==> config.mk <==
export PLATFORM = sky130hd
export DESIGN_NAME = data_mem_arbiter
export DESIGN_NICKNAME = d
export VERILOG_FILES = /design/src/rtl/data_mem_arb_pkg.sv /design/src/rtl/data_mem_arbiter.sv
export SDC_FILE = /design/constraint.sdc
export NUM_CORES = 1
export LEC_CHECK = 0
export CAP_MARGIN = 15
export CORE_AREA = 3 3 229 231
export DETAILED_ROUTE_END_ITERATION = 10
export DIE_AREA = 0 0 232 234
export PLACE_DENSITY = 0.38
export SETUP_SLACK_MARGIN = 0.02
export SLEW_MARGIN = 10
export SYNTH_ARGS = -nofsm -noshare
export SYNTH_HDL_FRONTEND = slang
export SYNTH_SLANG_ARGS = --single-unit
==> constraint.sdc <==
create_clock -name clk_in -period 4.4 [get_ports clk_in]
set_input_delay 0.88 -clock clk_in [delete_from_list [all_inputs] [get_ports clk_in]]
set_output_delay 0.88 -clock clk_in [all_outputs]
set_load 0.005 [all_outputs]
==> src/rtl/data_mem_arb_pkg.sv <==
// Shared types for the data-memory arbiter: arbitration states and port identifiers.
package data_mem_arb_pkg;

  typedef enum logic [1:0] {
    IDLE = 2'd0,
    OWN0 = 2'd1,
    OWN1 = 2'd2
  } arb_state_e;

  typedef enum logic {
    PORT0 = 1'b0,
    PORT1 = 1'b1
  } port_e;

endpackage

==> src/rtl/data_mem_arbiter.sv <==
// Two-port round-robin arbiter with bounded bursts in front of a single-port data memory.
// Memory controls are combinational from the grant; read data comes back registered one cycle later.
module data_mem_arbiter
  import data_mem_arb_pkg::*;
#(
  parameter int ADDR_WIDTH = 64,
  parameter int DATA_WIDTH = 64,
  parameter int MAX_BURST  = 8
) (
  input  logic                  clk_in,
  input  logic                  reset,
  input  logic                  m0_req,
  input  logic                  m0_we,
  input  logic [ADDR_WIDTH-1:0] m0_addr,
  input  logic [DATA_WIDTH-1:0] m0_wdata,
  input  logic                  m1_req,
  input  logic                  m1_we,
  input  logic [ADDR_WIDTH-1:0] m1_addr,
  input  logic [DATA_WIDTH-1:0] m1_wdata,
  output logic                  m0_gnt,
  output logic                  m1_gnt,
  output logic                  m0_rvalid,
  output logic                  m1_rvalid,
  output logic [DATA_WIDTH-1:0] m0_rdata,
  output logic [DATA_WIDTH-1:0] m1_rdata,
  output logic                  mem_write,
  output logic                  mem_read,
  output logic [ADDR_WIDTH-1:0] mem_addr,
  output logic [DATA_WIDTH-1:0] mem_wdata,
  input  logic [DATA_WIDTH-1:0] mem_rdata
);

  localparam int               CNT_W   = $clog2(MAX_BURST + 1);
  localparam logic [CNT_W-1:0] CNT_MAX = CNT_W'(MAX_BURST);
  localparam logic [CNT_W-1:0] CNT_ONE = CNT_W'(1);

  arb_state_e            state_q, state_d;
  logic [CNT_W-1:0]      cnt_q, cnt_d;
  port_e                 last_q, rsel_q;
  logic                  rvalid_q;
  logic [DATA_WIDTH-1:0] rdata_q;

  logic                  gnt_valid;
  port_e                 gnt_port;
  port_e                 owner, other;
  logic                  owner_req, other_req;
  logic                  gnt_ok;
  logic                  sel_we;
  logic [ADDR_WIDTH-1:0] sel_addr;
  logic [DATA_WIDTH-1:0] sel_wdata;

  // NOTE: every signal written here gets a default first so no path leaves it unassigned (no latches).
  always_comb begin
    state_d   = state_q;
    cnt_d     = cnt_q;
    gnt_valid = 1'b0;
    gnt_port  = PORT0;
    owner     = (state_q == OWN1) ? PORT1 : PORT0;
    other     = (state_q == OWN1) ? PORT0 : PORT1;
    owner_req = (state_q == OWN1) ? m1_req : m0_req;
    other_req = (state_q == OWN1) ? m0_req : m1_req;

    unique case (state_q)
      IDLE: begin
        if (m0_req && m1_req) begin
          gnt_valid = 1'b1;
          gnt_port  = (last_q == PORT0) ? PORT1 : PORT0;
        end else if (m0_req || m1_req) begin
          gnt_valid = 1'b1;
          gnt_port  = m1_req ? PORT1 : PORT0;
        end
        if (gnt_valid) begin
          state_d = (gnt_port == PORT1) ? OWN1 : OWN0;
          cnt_d   = CNT_ONE;
        end
      end
      OWN0, OWN1: begin
        if (owner_req && (!other_req || cnt_q < CNT_MAX)) begin
          gnt_valid = 1'b1;
          gnt_port  = owner;
          cnt_d     = (cnt_q == CNT_MAX) ? cnt_q : cnt_q + CNT_ONE;
        end else if (other_req) begin
          // Burst exhausted or owner released: hand over to the waiting port.
          gnt_valid = 1'b1;
          gnt_port  = other;
          state_d   = (other == PORT1) ? OWN1 : OWN0;
          cnt_d     = CNT_ONE;
        end else begin
          state_d = IDLE;
          cnt_d   = '0;
        end
      end
      default: begin
        state_d = IDLE;
        cnt_d   = '0;
      end
    endcase
  end

  assign sel_we    = (gnt_port == PORT1) ? m1_we    : m0_we;
  assign sel_addr  = (gnt_port == PORT1) ? m1_addr  : m0_addr;
  assign sel_wdata = (gnt_port == PORT1) ? m1_wdata : m0_wdata;

  // Outputs are held quiet for the whole time reset is asserted, not just at the edge.
  assign gnt_ok    = gnt_valid & ~reset;
  assign m0_gnt    = gnt_ok & (gnt_port == PORT0);
  assign m1_gnt    = gnt_ok & (gnt_port == PORT1);
  assign mem_write = gnt_ok & sel_we;
  assign mem_read  = gnt_ok & ~sel_we;
  assign mem_addr  = gnt_ok ? sel_addr  : '0;
  assign mem_wdata = gnt_ok ? sel_wdata : '0;

  assign m0_rvalid = rvalid_q & (rsel_q == PORT0);
  assign m1_rvalid = rvalid_q & (rsel_q == PORT1);
  assign m0_rdata  = rdata_q;
  assign m1_rdata  = rdata_q;

  // NOTE: sequential state uses non-blocking assignments so every register samples pre-edge values.
  always_ff @(posedge clk_in or posedge reset) begin
    if (reset) begin
      state_q  <= IDLE;
      cnt_q    <= '0;
      last_q   <= PORT1;
      rsel_q   <= PORT0;
      rvalid_q <= 1'b0;
      rdata_q  <= '0;
    end else begin
      state_q  <= state_d;
      cnt_q    <= cnt_d;
      rvalid_q <= gnt_valid & ~sel_we;
      if (gnt_valid) begin
        last_q <= gnt_port;
      end
      if (gnt_valid && !sel_we) begin
        rdata_q <= mem_rdata;
        rsel_q  <= gnt_port;
      end
    end
  end

endmodule

* Yosys cells after proc, flatten, opt, wreduce, memory -nomap -nowiden
Index checks and enable logic that the tools add are counted.
Storage, ports and cells: input bits 326, register bits 73, output and inout port bits 262, logic and storage cells 71
Operators by class: bitwise gates (word level) 12, $lt $le $gt $ge 1, equality and inequality tests 6, reduce and logical (&&, ||, !) cells 11, add/sub/neg operators 1, mux-type cells 34
Operator list (count):
- $mux W64 | 4
- $mux W1 | 18
- $mux W4 | 3
- $mux W2 | 5
- $and A1 B1 Y1 | 8
- $pmux W4 S2 | 1
- $add A4 B1 Y4 const B | 1
- $eq A4 B4 Y1 const B | 1
- $lt A4 B4 Y1 const B | 1
- $ne A2 B2 Y1 const B | 2
- $not A1 Y1 | 4
- $pmux W1 S2 | 2
- $pmux W2 S2 | 1
- $reduce_and A2 Y1 | 2
- $logic_and A1 B1 Y1 | 3
- $ne A3 B3 Y1 const B | 1
- $eq A2 B1 Y1 const B | 1
- $eq A2 B2 Y1 const B | 1
- $logic_not A1 Y1 | 2
- $logic_not A2 Y1 | 1
- $logic_or A1 B1 Y1 | 2
- $reduce_or A2 Y1 | 1

* Longest topological paths before layout
Gate-level depths: netlist (run 1).
word-level depth 10, mapped depth 9, mapped depth without buffers 7

* Least setup slack after synthesis (run 1)
No wires, ideal clock.
path type input-to-output, from input port m0_req, to output port mem_wdata[44], required time 3.520 ns, setup slack 1.288 ns, stages 8, data arrival time 2.232 ns, path buffers 3, path through buf_4 > nand3_1 > and3_4 > a21oi_2 > nor3b_2 > buf_2 > buf_4 > a22o_1
On the way: cells in the longest elaborated chain, start to end 8, elaborated cells on any way between the ends 22, those cells by class mux: 16; bitwise: 1; reduce/logical: 5
Ends and longest elaborated chain:
- start, declared | RTL line data_mem_arbiter.sv:12 | input logic m0_req,
- $mux W1 | RTL line data_mem_arbiter.sv:61 | other_req = (state_q == OWN1) ? m0_req : m1_req;
- $logic_not A1 Y1 | RTL line data_mem_arbiter.sv:78 | if (owner_req && (!other_req || cnt_q < CNT_MAX)) begin
- $logic_or A1 B1 Y1 | RTL line data_mem_arbiter.sv:78
- $logic_and A1 B1 Y1 | RTL line data_mem_arbiter.sv:78
- $mux W1 | RTL line data_mem_arbiter.sv:78
- $pmux W1 S2 | RTL line data_mem_arbiter.sv:63 | unique case (state_q)
- $mux W64 / $and A1 B1 Y1 (equally long branches) | RTL line data_mem_arbiter.sv:102, data_mem_arbiter.sv:105
- $mux W64 (*) | RTL line data_mem_arbiter.sv:111 | assign mem_wdata = gnt_ok ? sel_wdata : '0;
- end, declared | RTL line data_mem_arbiter.sv:29 | output logic [DATA_WIDTH-1:0] mem_wdata,
Every way passes the cells marked *; elsewhere a longest branch is shown, timed or not. The select of a mux whose other input is x is not followed.

* Worst setup path after layout (run 1)
from input port m0_req, to output port mem_addr[6]
On the way: cells in the longest elaborated chain, start to end 8, elaborated cells on any way between the ends 22, those cells by class mux: 16; bitwise: 1; reduce/logical: 5
Ends and longest elaborated chain:
- $mux W1 | RTL line data_mem_arbiter.sv:61
- $logic_not A1 Y1 | RTL line data_mem_arbiter.sv:78
- $logic_or A1 B1 Y1 | RTL line data_mem_arbiter.sv:78
- $logic_and A1 B1 Y1 | RTL line data_mem_arbiter.sv:78
- $mux W1 | RTL line data_mem_arbiter.sv:78
- $pmux W1 S2 | RTL line data_mem_arbiter.sv:63
- $mux W64 / $and A1 B1 Y1 (equally long branches) | RTL line data_mem_arbiter.sv:101, data_mem_arbiter.sv:105
- $mux W64 (*) | RTL line data_mem_arbiter.sv:110 | assign mem_addr = gnt_ok ? sel_addr : '0;
- end, declared | RTL line data_mem_arbiter.sv:28 | output logic [ADDR_WIDTH-1:0] mem_addr,
Marked as above.

==> results of run 1 <==
-- state kept, by name, indices dropped and copies added, names as in the netlist --
name / flops
rsel_q: 1
state_q: 2
rvalid_q: 1
m0_rdata: 64
last_q: 1
cnt_q: 4
-- synth_stat cells, types with 2 or more instances --
cell type	number
nor3b_1	2
a2bb2oi_1	2
o21ai_0	5
nand2b_1	2
ha_1	6
buf_4	78
mux2_4	49
nand2_1	10
buf_2	7
mux2_2	17
nor2_1	5
nor4b_1	2
buf_6	16
a22o_1	128
a21o_1	2
nor2b_1	4
inv_1	10
nor3b_2	2
a21oi_1	5
nand3_1	2
dfrtp_1	72
-- worst reg2reg max path, stage by stage (launching register included) --
cell and delay, ps:
dfrtp_1 410, inv_1 60, ha_1 430, o22ai_1 100, nor2_1 180, o21ai_4 110, buf_4 180, nor3b_4 260
buf_12 400, mux2_2 500
-- power groups by stage --
stage	logic [mW]	registers (mW)	clock network [mW]
6_report	5.05	1.36	0.774
3_5_place_dp	5.09	1.36	0
5_1_grt	5.32	1.43	0.846
3_3_place_gp	5.11	1.38	0
2_1_floorplan	2.40	1.29	0
4_1_cts	5.14	1.37	0.827
-- through the flow --
stage	cells	setup WS [ps]	power [mW]	setup TNS, ps
after global placement	1639	-88.1	6.49	-149
final	1663	149	7.18	0
after global routing	1659	27.6	7.59	0
after floorplan	449	1290	3.69	0
after CTS	1655	156	7.34	0
after detailed placement	1639	-101	6.45	-174
-- area by class of cell --
cell class	instances	area [sq um]
antenna	8	20.0
clock buffer	10	239
clock inverter	6	66.3
fill	5407	38400
inverter	10	38.8
multi-input combinational	265	2580
sequential	73	1830
tap	672	841
timing repair buffer	619	6280
-- cells by family after synthesis --
kind of cell | after synthesis | synth area share (%)
buf+inv | 111 | 16.0
flops | 73 | 35.0
fa+ha+maj | 6 | 1.44
mux | 66 | 17.7
simple gates | 37 | 4.19
compound gates | 156 | 25.6
-- routing by layer --
metal,part of all wire (%),GRT usage (%),routed length [um]
met5,0.27,0,116
met4,3.9,6.76,1640
met3,8.7,5.10,3710
met2,51,26.0,21600
met1,36,15.8,15500
-- what timing repair did --
item                                    in CTS  in global routing
buffers inserted                             0                  0
resized for setup                            2                  1
endpoints found under the setup margin      33                  1
pin swaps                                    0                  0
cloned                                       0                  0
-- path summary, 6_finish.rpt --
check	from	end	slack [ps]	depth (start not counted)
max reg2reg	state_q[1]	m0_rdata[63]	1660	9
max in group asynchronous	reset	m0_rdata[2]	2680	3
min in group asynchronous	reset	rsel_q	1070	2
min	last_q	last_q	500	2
max	m0_req	mem_addr[6]	150	9
min reg2reg	last_q	last_q	500	2
==> impl_results.md, run 1 <==
* GRT Total Usage at 14.7%
* Worst Hold Class: reg -> reg
* FFs w/ async S/R, synth at 100%
* Routed WL at 42500 um
* Port Buf Inserts at 587
* Final HPWL DP at 36200 um
* Synthesized area per cell at 11.6 sq um
* Syn nets at 781
* Row cnt at 82
* Rel. slew slack at 62.9%
* Final hold vios at 0
* Global-route wire length before repair at 54900 um
* Sequential cell fraction of total power at 18.9%
* Final Util at 23.7%
* Synth-to-layout area growth at 128%
* CTS hold repair buffers at 0
* Full die area at 54300 sq um
* Final #Nets at 1310
* Sequential share of the synthesized area at 35.0%
* CTS Buf Count at 9
* EDFF count, synth at 0
* Tcrit/Tclk final at 96.6%
* Worst-Margin Slew at 552 ps
* Initial antenna violation count at 22
* Vias/cell at 3.66
* I/O pin total at 588
* CP max stage cell: clkdlybuf4s50_1
* Reg clk slew, reported paths at 60 ps
* Synth area leaders: dfrtp_1 34%, a22o_1 21%, mux2_4 14%
* Crit Path Category: in -> out
* Commonest cells after routing, fill and taps aside: 578 x clkdlybuf4s50_1, 128 x a22o_1, 72 x dfrtp_1
* Max H-tree Level at 3
* Core Footprint at 50300 sq um
* Die X-Extent at 232 um
* Combinational power share at 70.3%
* Synth Register Bits at 73
* Tmin final at 4250 ps
* Synth area leader: dfrtp_1
* Crit-path leading delay family: buffers and inverters
* Pins Over Slew Limit at 0
* Worst VDD drop at 304 uV
* Arrival @ worst endpoint at 3370 ps
* Post-Synthesis Cells at 449
* Vias in the first global route at 6508
* Hold WS at 497 ps
* Post-place instance area at 11600 sq um
* Post-synth cell types at 44
* YS warnings at 0
* Startpoint Class: input port
* Status: finished clean
* CTS root buffer: clkbuf_16
* Switch share at 35.1%
* Worst EP required at 3520 ps
* Total grt overflow at 0
* Unrepaired setup endpoints after global routing: no
* Chip Height at 234 um
* Buffer depth of the longest clock path at 2
* Int Pwr at 4.66 mW
* CP Cell Sequence: clkdlybuf4s15_1 -> nand3_1 -> and3_4 -> a21oi_2 -> nor3b_4 -> buf_12 -> buf_12 -> a22o_1 -> clkdlybuf4s50_1
* Commonest non-fill, non-tap cell in the layout: clkdlybuf4s50_1
* Yosys top cell area share at 34.5%
* CP bufs+invs at 4
* Drt pass-1 iters at 4
* Worst-Skew Late Latency at 350 ps
* Psw at 2.52 mW
* DRC errors left at 0
* Max cap viols at 0
* CTS tree: built
* Endpoint class of the critical path: output port
* Layout cell share with drive strength beyond 1 at 13.3%
* Post-Synthesis Cell Area at 5230 sq um
* Static leakage at 4.62 nW
* Part of the power in the clock network at 10.8%
* Ys flop type: dfrtp_1
* Crit-path most repeated cell: buf_12
* Largest net degree at the start of global routing at 66
* Critical Path Max Stage Delay at 560 ps
* Fmax at 0.235 GHz
* Clock sink total at 73
* Power Dens Cells at 604 nW/um^2
* DR vias at 6084
* Clock skew at 8.05 ps
* Design area at 11900 sq um
* Starting utilization of the core area at 10.4%
* Crit Path Max Fanout at 31
* Final setup vio count at 0
* DR iter-0 viols at 298
* Placer Congestion at 0.894
* Antenna viol nets, final at 0
* Routed len/inst at 25.6 um
Note: power is estimated with default switching activity, not from simulation.
==> inputs of run 2 (changes only) <==
--- a/config.mk
+++ b/config.mk
@@ -5,7 +5,7 @@
 export SDC_FILE = /design/constraint.sdc
 export NUM_CORES = 1
 export LEC_CHECK = 0
-export CAP_MARGIN = 15
+export CAP_MARGIN = 20
 export CORE_AREA = 3 3 229 231
 export DETAILED_ROUTE_END_ITERATION = 10
 export DIE_AREA = 0 0 232 234
==> results of run 2 <==
The final DEF is identical to that of run 1; final timing and power are the same.
